--- src/rtl/lcd_byte_sequencer.sv ---
// Byte sequencer for a 4-bit character LCD: runs the power-on init sequence,
// then splits each accepted byte into two timed nibble strobes on DB[7:4].
module lcd_byte_sequencer #(
  parameter int unsigned INIT_WAIT  = 750000,
  parameter int unsigned INIT_WAIT1 = 205000,
  parameter int unsigned INIT_WAIT2 = 5000,
  parameter int unsigned SETUP      = 2,
  parameter int unsigned EN_HIGH    = 12,
  parameter int unsigned NIB_GAP    = 50,
  parameter int unsigned CMD_WAIT   = 2000,
  parameter int unsigned CLEAR_WAIT = 82000
) (
  input  logic       Clock,
  input  logic       Reset,
  input  logic [7:0] iData,
  input  logic       iRS,
  input  logic       iData_Ready,
  output logic       oReadyForData,
  output logic       oInitDone,
  output logic       oLCD_Enabled,
  output logic       oLCD_RegisterSelect,
  output logic       oLCD_ReadWrite,
  output logic       oLCD_StrataFlashControl,
  output logic [3:0] oLCD_Data
);

  function automatic int unsigned max2(input int unsigned a, input int unsigned b);
    return (a > b) ? a : b;
  endfunction

  localparam int unsigned MAX_CNT = max2(max2(max2(INIT_WAIT, INIT_WAIT1), max2(INIT_WAIT2, SETUP)),
                                         max2(max2(EN_HIGH, NIB_GAP), max2(CMD_WAIT, CLEAR_WAIT)));
  localparam int unsigned CNT_W   = (MAX_CNT > 1) ? $clog2(MAX_CNT) : 1;

  localparam logic [CNT_W-1:0] L_INIT_WAIT  = CNT_W'(INIT_WAIT - 1);
  localparam logic [CNT_W-1:0] L_INIT_WAIT1 = CNT_W'(INIT_WAIT1 - 1);
  localparam logic [CNT_W-1:0] L_INIT_WAIT2 = CNT_W'(INIT_WAIT2 - 1);
  localparam logic [CNT_W-1:0] L_SETUP      = CNT_W'(SETUP - 1);
  localparam logic [CNT_W-1:0] L_EN_HIGH    = CNT_W'(EN_HIGH - 1);
  localparam logic [CNT_W-1:0] L_NIB_GAP    = CNT_W'(NIB_GAP - 1);
  localparam logic [CNT_W-1:0] L_CMD_WAIT   = CNT_W'(CMD_WAIT - 1);
  localparam logic [CNT_W-1:0] L_CLEAR_WAIT = CNT_W'(CLEAR_WAIT - 1);

  typedef enum logic [2:0] {
    S_INIT_WAIT, S_INIT_NIB, S_INIT_CFG, S_IDLE, S_NIB_HI, S_NIB_LO, S_SETTLE
  } state_t;

  typedef enum logic [1:0] {PH_SETUP, PH_EN, PH_GAP, PH_WAIT} phase_t;

  function automatic logic [3:0] init_nibble(input logic [1:0] idx);
    return (idx == 2'd3) ? 4'h2 : 4'h3;
  endfunction

  function automatic logic [7:0] cfg_byte(input logic [1:0] idx);
    unique case (idx)
      2'd0:    return 8'h28;
      2'd1:    return 8'h06;
      2'd2:    return 8'h0C;
      default: return 8'h01;
    endcase
  endfunction

  state_t           state_q, state_d;
  phase_t           phase_q, phase_d, phase_adv;
  logic [CNT_W-1:0] cnt_q, cnt_d, cnt_adv;
  logic [1:0]       idx_q, idx_d;
  logic [7:0]       byte_q, byte_d;
  logic             byte_rs_q, byte_rs_d;
  logic             init_done_q, init_done_d;
  logic             ready_q, ready_d;
  logic             en_q, en_d;
  logic             rs_q, rs_d;
  logic [3:0]       data_q, data_d;
  logic             strobe_end;
  logic [CNT_W-1:0] init_wait_lim, settle_lim;

  // NOTE: every always_comb output gets a default first so no path leaves it
  // unassigned; otherwise synthesis infers a latch to hold the old value.
  always_comb begin
    state_d     = state_q;
    phase_d     = phase_q;
    cnt_d       = cnt_q + 1'b1;
    idx_d       = idx_q;
    byte_d      = byte_q;
    byte_rs_d   = byte_rs_q;
    init_done_d = init_done_q;

    // Shared setup -> enable -> gap progression for every nibble strobe.
    phase_adv = phase_q;
    cnt_adv   = cnt_q + 1'b1;
    if (phase_q == PH_SETUP && cnt_q == L_SETUP) begin
      phase_adv = PH_EN;
      cnt_adv   = '0;
    end else if (phase_q == PH_EN && cnt_q == L_EN_HIGH) begin
      phase_adv = PH_GAP;
      cnt_adv   = '0;
    end
    strobe_end    = (phase_q == PH_GAP) && (cnt_q == L_NIB_GAP);
    init_wait_lim = (idx_q == 2'd0) ? L_INIT_WAIT1 : L_INIT_WAIT2;
    // Clear/home are slow only as commands; the same codes as data are ordinary.
    settle_lim    = (!byte_rs_q && (byte_q == 8'h01 || byte_q == 8'h02)) ? L_CLEAR_WAIT : L_CMD_WAIT;

    unique case (state_q)
      S_INIT_WAIT: begin
        if (cnt_q == L_INIT_WAIT) begin
          state_d = S_INIT_NIB;
          phase_d = PH_SETUP;
          cnt_d   = '0;
          idx_d   = '0;
        end
      end
      S_INIT_NIB: begin
        if (phase_q == PH_WAIT) begin
          if (cnt_q == init_wait_lim) begin
            phase_d = PH_SETUP;
            cnt_d   = '0;
            if (idx_q == 2'd3) begin
              state_d = S_INIT_CFG;
              idx_d   = '0;
            end else begin
              idx_d = idx_q + 1'b1;
            end
          end
        end else if (strobe_end) begin
          phase_d = PH_WAIT;
          cnt_d   = '0;
        end else begin
          phase_d = phase_adv;
          cnt_d   = cnt_adv;
        end
      end
      S_INIT_CFG: begin
        byte_d    = cfg_byte(idx_q);
        byte_rs_d = 1'b0;
        state_d   = S_NIB_HI;
        phase_d   = PH_SETUP;
        cnt_d     = '0;
      end
      S_IDLE: begin
        cnt_d = '0;
        if (iData_Ready) begin
          byte_d    = iData;
          byte_rs_d = iRS;
          state_d   = S_NIB_HI;
          phase_d   = PH_SETUP;
        end
      end
      S_NIB_HI: begin
        if (strobe_end) begin
          state_d = S_NIB_LO;
          phase_d = PH_SETUP;
          cnt_d   = '0;
        end else begin
          phase_d = phase_adv;
          cnt_d   = cnt_adv;
        end
      end
      S_NIB_LO: begin
        if (strobe_end) begin
          state_d = S_SETTLE;
          cnt_d   = '0;
        end else begin
          phase_d = phase_adv;
          cnt_d   = cnt_adv;
        end
      end
      S_SETTLE: begin
        if (cnt_q == settle_lim) begin
          cnt_d = '0;
          if (init_done_q || idx_q == 2'd3) begin
            state_d     = S_IDLE;
            init_done_d = 1'b1;
          end else begin
            idx_d   = idx_q + 1'b1;
            state_d = S_INIT_CFG;
          end
        end
      end
      default: begin
        state_d = S_INIT_WAIT;
        cnt_d   = '0;
      end
    endcase

    // Pin values are decoded from the next state so every output is a flop.
    en_d    = (phase_d == PH_EN) &&
              (state_d == S_INIT_NIB || state_d == S_NIB_HI || state_d == S_NIB_LO);
    rs_d    = (state_d == S_NIB_HI || state_d == S_NIB_LO) ? byte_rs_d : 1'b0;
    ready_d = (state_d == S_IDLE);
    unique case (state_d)
      S_INIT_NIB: data_d = (phase_d == PH_WAIT) ? 4'h0 : init_nibble(idx_d);
      S_NIB_HI:   data_d = byte_d[7:4];
      S_NIB_LO:   data_d = byte_d[3:0];
      default:    data_d = 4'h0;
    endcase
  end

  // NOTE: state flops take non-blocking assignments so every flop samples the
  // pre-edge values, independent of statement order.
  always_ff @(posedge Clock or negedge Reset) begin
    if (!Reset) begin
      state_q     <= S_INIT_WAIT;
      phase_q     <= PH_SETUP;
      cnt_q       <= '0;
      idx_q       <= '0;
      byte_q      <= '0;
      byte_rs_q   <= 1'b0;
      init_done_q <= 1'b0;
      ready_q     <= 1'b0;
      en_q        <= 1'b0;
      rs_q        <= 1'b0;
      data_q      <= 4'h0;
    end else begin
      state_q     <= state_d;
      phase_q     <= phase_d;
      cnt_q       <= cnt_d;
      idx_q       <= idx_d;
      byte_q      <= byte_d;
      byte_rs_q   <= byte_rs_d;
      init_done_q <= init_done_d;
      ready_q     <= ready_d;
      en_q        <= en_d;
      rs_q        <= rs_d;
      data_q      <= data_d;
    end
  end

  assign oReadyForData           = ready_q;
  assign oInitDone               = init_done_q;
  assign oLCD_Enabled            = en_q;
  assign oLCD_RegisterSelect     = rs_q;
  assign oLCD_Data               = data_q;
  assign oLCD_ReadWrite          = 1'b0;
  assign oLCD_StrataFlashControl = 1'b1;

endmodule

--- config.mk ---
export PLATFORM = sky130hd
export DESIGN_NAME = lcd_byte_sequencer
export DESIGN_NICKNAME = d
export VERILOG_FILES = /design/src/rtl/lcd_byte_sequencer.sv
export SDC_FILE = /design/constraint.sdc
export NUM_CORES = 1
export LEC_CHECK = 0
export ABC_CLOCK_PERIOD_IN_PS = 5980
export CORE_ASPECT_RATIO = 0.6
export CORE_UTILIZATION = 63
export DETAILED_ROUTE_END_ITERATION = 10
export GPL_TIMING_DRIVEN = 0
export PLACE_DENSITY = 0.93
export SYNTH_ARGS = -nofsm -noshare
export SYNTH_HDL_FRONTEND = slang
export SYNTH_SLANG_ARGS = --single-unit
--- constraint.sdc ---
create_clock -name Clock -period 5.98 [get_ports Clock]
set_input_delay 0.897 -clock Clock [delete_from_list [all_inputs] [get_ports Clock]]
set_output_delay 0.897 -clock Clock [all_outputs]
set_load 0.01 [all_outputs]
==> results.toml, run 1 <==
[sta]
fin_setup_tns_ns = 0
relSlewSlack_pct = 59.9
hold_viol = 0
slew_viol_final = 0
fin_crit_sh_pct = 51.6
fin_skew_ns = 0.00468
setup_violations = 0
rsz0062_at_grt = "false"
max_clock_freq_mhz = 324
worst_slew_pin_slew_ns = 0.596
fin_crit_ns = 3.09

[synthesis]
syn_nets = 331
yosys.area.top_type_share_pct = 40.2
syn-cell-area_um2 = 2740
syn_inst = 313
ys_types = 62
yosysTopAreaCell = "dfrtp_1"
yosysWarnings = 0
yosys-top-cells-area = "dfrtp_1 (40%), nor2_1 (5.3%), xor2_1 (3.8%)"
synthFlopType = "dfrtp_1"
avgSynthCellArea_um2 = 8.76
synth_edf_count = 0
seq_area_frac_synth_pct = 40.2
synthArstFlopShare_pct = 100
ys_seq_elements = 44

[placement]
gp_congestion = 0.955
place_hpwl_mm = 5.41
placed_cells = 393
portBuffers = 19

[critical_path]
cp_data_required_time_ns = 6.20
cpLargestDelayFamily = "buffers and inverters"
crit_path_end_kind = "register"
crit_path_top_delay_cell = "clkdlybuf4s50_1"
worst_setup_path_start_kind = "input port"
worst_ep_arrival_time_ns = 3.30
critPathMaxFanout = 10
crit_chain = "clkdlybuf4s50_1 -> clkbuf_1 -> clkinv_1 -> o21ai_0 -> o31ai_1 -> a211oi_2 -> and2_4 -> o2bb2ai_1"
crit_path_max_incr_delay_ns = 0.53
critPathBufInv = 3
crit_type = "input port to register"

[route]
drc = 0
ant_nets = 0
drtIter0Drc = 370
viasPerCell = 6.41
drt-pass1-iter-count = 5
vias = 2572
wl_mm = 7.18
post_drt_wl_per_cell_um = 17.9

[die]
die-area_um2 = 4630
rows = 18
io_pins = 22
die_w_um = 87.2
start_util_pct = 66.2
die_h_um = 53.1
coreArea_um2 = 4140

[clock_network]
cts_max_path_buffers = 2
cts_hold_buf = 0
numCtsBuffers = 5
htreeDepth = 2
ctsResizeCount = 0
cts_root_buffer = "clkbuf_8"
cts.sinks = 44
cts_tree = "built"
path_clk_slew_ns = 0.08
clkLatencyLatePin_ns = 0.29
post_cts_buffers = 0

[layout]
nNetsFinal = 358
drive_gt1_share_pct = 7.62
instances_no_fill = 401
post-route-util_pct = 75.1
insertedDiodeCount = 0
area_delta_synth_final_pct = 13.5
fill_cells = 315

[grt]
grt_pass1_wl_mm = 11.2
antenna_found_initial = 0
gr-total-overflow = 0
grt_pass1_vias = 2201
grt_max_degree = 43
grt_use_total_pct = 33.3

[power]
power_density_nw_per_um2 = 162
p_total_mw = 0.505
peakVddDrop_uv = 122
power.leakage_nw = 1.31

[worst_hold_path]
holdCritPathClass = "input port to asynchronous set/reset pin"

[run_status]
status = "finished clean"

[run]
maxCapViolations = 0
-- flip-flops by register name, summed over array words and instances, names as in the netlist --
name                 cells
cnt_q                   20
byte_q                   8
oLCD_Data                4
state_q                  3
idx_q                    2
phase_q                  2
byte_rs_q                1
oInitDone                1
oLCD_Enabled             1
oLCD_RegisterSelect      1
oReadyForData            1
-- Yosys cell counts (7+ instances only) --
library cell / number
dfrtp_1: 44
nor2_1: 39
nand2_1: 24
nand3_1: 18
o21ai_0: 13
inv_1: 12
xor2_1: 12
clkbuf_1: 9
nand4_1: 8
nor3_1: 8
nor4_1: 8
xnor2_1: 8
or3_1: 7
-- layout make-up --
class,instances,area [um^2],area share (%)
clock buffers,8,90.1,2.90
plain buffers,17,77.6,2.49
flip-flops and latches,44,1100,35.4
multi-input cells,238,1510,48.5
well taps,60,75.1,2.41
inverters,14,52.6,1.69
repair buffers,20,205,6.59
-- path summary, 6_finish.rpt --
| path | slack [ns] | to | startpoint | cells after the start |
|---|---|---|---|---|
| max | 2.89 | oLCD_Data[2]$_DFF_PN0_ | iData_Ready | 8 |
| min | 0.40 | oLCD_RegisterSelect$_DFF_PN0_ | Reset | 1 |
| max reg2reg | 2.95 | oLCD_Data[0]$_DFF_PN0_ | idx_q[0]$_DFF_PN0_ | 9 |
| min reg2reg | 0.54 | cnt_q[0]$_DFF_PN0_ | cnt_q[0]$_DFF_PN0_ | 1 |
| max in group asynchronous | 5.17 | byte_q[2]$_DFF_PN0_ | Reset | 2 |
| min in group Clock | 0.54 | cnt_q[0]$_DFF_PN0_ | cnt_q[0]$_DFF_PN0_ | 1 |
-- placed cells by master (no fill, tap or decap), types with 2 or more instances in the layout --
cell and n:
buf_2 6, o21ai_0 13, xor2_1 12, nor4_1 8
a22o_1 5, ha_1 6, and4_1 2, dfrtp_1 44
nand3_1 18, or4_1 2, nor2_1 39, and3_1 5
nand4_1 8, nand2b_1 3, inv_1 12, o21ai_1 2
a21oi_1 3, a21o_1 5, o211ai_1 3, o22ai_1 5
a31oi_1 3, nor4bb_1 2, o2bb2ai_1 6, nor3b_1 2
clkbuf_1 11, xnor2_1 8, buf_4 2, or3_1 7
nand2_1 24, clkbuf_8 6, o21bai_1 2, conb_1 2
nor3_1 8, nor4b_1 2, nor2b_1 6, clkdlybuf4s50_1 18
and2_1 3
-- metal layers --
layer,vias up,GRT usage [%],wire length [um]
met4,0,11.5,142
met2,175,43.8,2790
met1,1200,51.2,3440
met3,17,8.89,806
met5,-,0,0
li1,1180,-,-
-- cells by family after synthesis --
| kind of cell | Yosys count | synth area share, % |
|---|---|---|
| flip-flops | 44 | 40.2 |
| multiplexers | 1 | 0.548 |
| adder cells (fa/ha/maj) | 6 | 2.74 |
| other | 2 | 0.274 |
| XOR/XNOR | 20 | 6.39 |
| AO/OA/AOI/OAI | 63 | 17.2 |
| buffers and inverters | 31 | 4.75 |
| AND/OR/NAND/NOR | 146 | 28.0 |
-- power by group --
group | switching (mW) | total, mW | internal [mW]
Combinational | 0.00985 | 0.0185 | 0.00866
Sequential | 0 | 0.297 | 0.297
Clock | 0.0951 | 0.189 | 0.0942
Total | 0.105 | 0.505 | 0.400
-- per-stage QoR --
stage	area [um^2]	hold slack, ns	setup slack [ns]
2_1_floorplan	2740	0.473	3.42
3_3_place_gp	3010	0.505	2.78
3_5_place_dp	3020	0.520	2.74
4_1_cts	3110	0.404	3.01
5_1_grt	3110	0.400	2.76
6_report	3110	0.398	2.89
-- worst reg2reg max path: cells and delay by family, from the launching register on --
family          cells  cell delay [ns]
compound gates      5             1.05
fa+ha+maj           1             0.31
buf+inv             1             0.12
flops               1             0.43
simple gates        2             1.04
Power figures use the tool's default switching activity.
==> inputs of run 2 (changes only) <==
==> config.mk (replaced) <==
export PLATFORM = sky130hd
export DESIGN_NAME = lcd_byte_sequencer
export DESIGN_NICKNAME = d
export VERILOG_FILES = /design/src/rtl/lcd_byte_sequencer.sv
export SDC_FILE = /design/constraint.sdc
export NUM_CORES = 1
export LEC_CHECK = 0
export ABC_CLOCK_PERIOD_IN_PS = 2900
export CORE_ASPECT_RATIO = 0.6
export CORE_UTILIZATION = 58
export DETAILED_ROUTE_END_ITERATION = 10
export GPL_TIMING_DRIVEN = 0
export PLACE_DENSITY = 0.88
export SYNTH_ARGS = -nofsm -noshare
export SYNTH_HDL_FRONTEND = slang
export SYNTH_SLANG_ARGS = --single-unit
==> constraint.sdc (replaced) <==
create_clock -name Clock -period 2.9 [get_ports Clock]
set_input_delay 0.435 -clock Clock [delete_from_list [all_inputs] [get_ports Clock]]
set_output_delay 0.435 -clock Clock [all_outputs]
set_load 0.01 [all_outputs]
==> results.toml, run 2 (synthesis results as in run 1) <==
[placement]
place_hpwl_mm = 5.28
gp_congestion = 0.909
portBuffers = 19
placed_cells = 393

[die]
die_w_um = 90.8
die-area_um2 = 5010
die_h_um = 55.3
io_pins = 22
start_util_pct = 63.4
rows = 18
coreArea_um2 = 4320

[clock_network]
path_clk_slew_ns = 0.08
cts.sinks = 44
cts_tree = "built"
cts_root_buffer = "clkbuf_8"
htreeDepth = 2
cts_max_path_buffers = 2
numCtsBuffers = 5
cts_hold_buf = 0
clkLatencyLatePin_ns = 0.30

[grt]
grt_max_degree = 27
gr-total-overflow = 0
grt_use_total_pct = 29.7
grt_pass1_vias = 2323
antenna_found_initial = 0
grt_pass1_wl_mm = 11.6

[layout]
fill_cells = 320
mostFrequentLayoutCells = "dfrtp_1 (44), nor2_1 (39), nand2_1 (24)"
insertedDiodeCount = 0
final_common_cell = "dfrtp_1"
regMostFlops = "cnt_q"
largest_reg_flops = 20
nNetsFinal = 360
area_delta_synth_final_pct = 15.8
drive_gt1_share_pct = 11.1
instances_no_fill = 403

[power]
p_int_mw = 0.821
pwr-share-seq_pct = 58.5
swShare_pct = 21.6
peakVddDrop_uv = 226
p_sw_mw = 0.226
power_density_nw_per_um2 = 330
pwr-share-comb_pct = 3.6
power_frac_clock_pct = 37.9
power.leakage_nw = 1.33

[sta]
fin_skew_ns = 0.00669
max_clock_freq_mhz = 352
fin_crit_sh_pct = 97.9
relSlewSlack_pct = 60.0
setup_violations = 0
worst_slew_pin_slew_ns = 0.596
fin_crit_ns = 2.84
whs_ns = 0.0580
slew_viol_final = 0
hold_viol = 0

[route]
wl_met2_mm = 2.72
post_drt_wl_per_cell_um = 17.5
top_layer = "met4"
vias = 2569
ant_nets = 0
drtIter0Drc = 360
wl_mm = 7.04
drc = 0
wl_met1_mm = 3.27
drt-pass1-iter-count = 5
viasPerCell = 6.37
wl_met3_um = 962

[worst_hold_path]
holdCritPathClass = "input port to asynchronous set/reset pin"

[run]
maxCapViolations = 0

[critical_path]
reg2reg_slack_ns = 0.06
critPathMaxFanout = 5
crit_chain = "inv_1 -> ha_4 -> or4b_1 -> a2bb2oi_1 -> or4_4 -> o31ai_4 -> a211oi_2 -> and2_4 -> o2bb2ai_1"
crit_path_max_incr_delay_ns = 0.58
crit_path_end_kind = "register"
worst_setup_path_start_kind = "register"
critPathBufInv = 1
cpLargestDelayFamily = "simple AND/OR/NAND/NOR gates"
worst_ep_arrival_time_ns = 3.01
crit_path_top_delay_cell = "or4_4"
cp_data_required_time_ns = 3.07
crit_type = "register to register"

[run_status]
status = "finished clean"
run 2: cell count changes in the layout (fill, tap and decap cells not counted), moves of 2 or more:
| cell | previous run | this run |
|---|---|---|
| buf_4 | 2 | 4 |
| clkbuf_1 | 11 | 9 |
| clkinv_2 | 0 | 2 |
| ha_1 | 6 | 4 |
| nor4_1 | 8 | 5 |
| nor4_2 | 0 | 3 |
run 2: path summary, 6_finish.rpt:
| check | endpoint | startpoint | cells past startpoint |
|---|---|---|---|
| min in group Clock | cnt_q[0]$_DFF_PN0_ | cnt_q[0]$_DFF_PN0_ | 1 |
| setup reg to reg | oLCD_Data[3]$_DFF_PN0_ | idx_q[1]$_DFF_PN0_ | 9 |
| hold / removal | oLCD_Data[1]$_DFF_PN0_ | Reset | 1 |
| max in group asynchronous | cnt_q[15]$_DFF_PN0_ | Reset | 2 |
| hold reg to reg | cnt_q[0]$_DFF_PN0_ | cnt_q[0]$_DFF_PN0_ | 1 |
| setup / recovery | oLCD_Data[3]$_DFF_PN0_ | idx_q[1]$_DFF_PN0_ | 9 |
run 2: routing by layer:
metal	vias to the layer above	track usage (%)
met4	0	5.07
met5	-	0
met1	1224	47.8
li1	1178	-
met2	155	38.3
met3	12	9.92
run 2: timing repair:
| item | in CTS | in global routing |
|---|---|---|
| pin swaps | 0 | 1 |
| setup endpoints to repair | 1 | 27 |
| gates resized for setup | 0 | 10 |
| setup buffers | 0 | 2 |
run 2: power groups by stage:
stage / logic [mW] / clock network, mW / registers (mW)
floorplan: 0.00749 / 0 / 0.625
global placement: 0.0356 / 0 / 0.625
detailed placement: 0.0384 / 0 / 0.625
CTS: 0.0385 / 0.401 / 0.613
global route: 0.0426 / 0.427 / 0.613
finish: 0.0377 / 0.396 / 0.613
run 2: metrics by stage:
| stage | power, mW | setup TNS [ns] | setup slack [ns] | util, % | area, um^2 |
|---|---|---|---|---|---|
| finish | 1.05 | 0 | 0.0617 | 73.4 | 3170 |
| global route | 1.08 | -0.0171 | -0.0136 | 73.4 | 3170 |
| CTS | 1.05 | -0.00601 | -0.00601 | 72.0 | 3110 |
| detailed placement | 0.664 | 0 | 0.00577 | 69.9 | 3020 |
| global placement | 0.661 | 0 | 0.0342 | 69.5 | 3010 |
| floorplan | 0.633 | 0 | 0.345 | - | 2740 |
run 2: final cells by class:
class / instances / area [um^2] / share of cell area, %
Inverter: 14 / 52.6 / 1.66
Timing Repair Buffer: 22 / 220 / 6.94
Sequential cell: 44 / 1100 / 34.7
Clock inverter: 2 / 10.0 / 0.315
Multi-Input combinational cell: 238 / 1550 / 48.9
Tap cell: 60 / 75.1 / 2.37
Clock buffer: 6 / 82.6 / 2.60
Buffer: 17 / 80.1 / 2.52
run 2: worst reg2reg max path, stage by stage, from the launching register on:
cell and delay (ns):
dfrtp_1 0.42, inv_1 0.13, ha_4 0.18, or4b_1 0.46, a2bb2oi_1 0.19, or4_4 0.58
o31ai_4 0.31, a211oi_2 0.11, and2_4 0.20, o2bb2ai_1 0.13
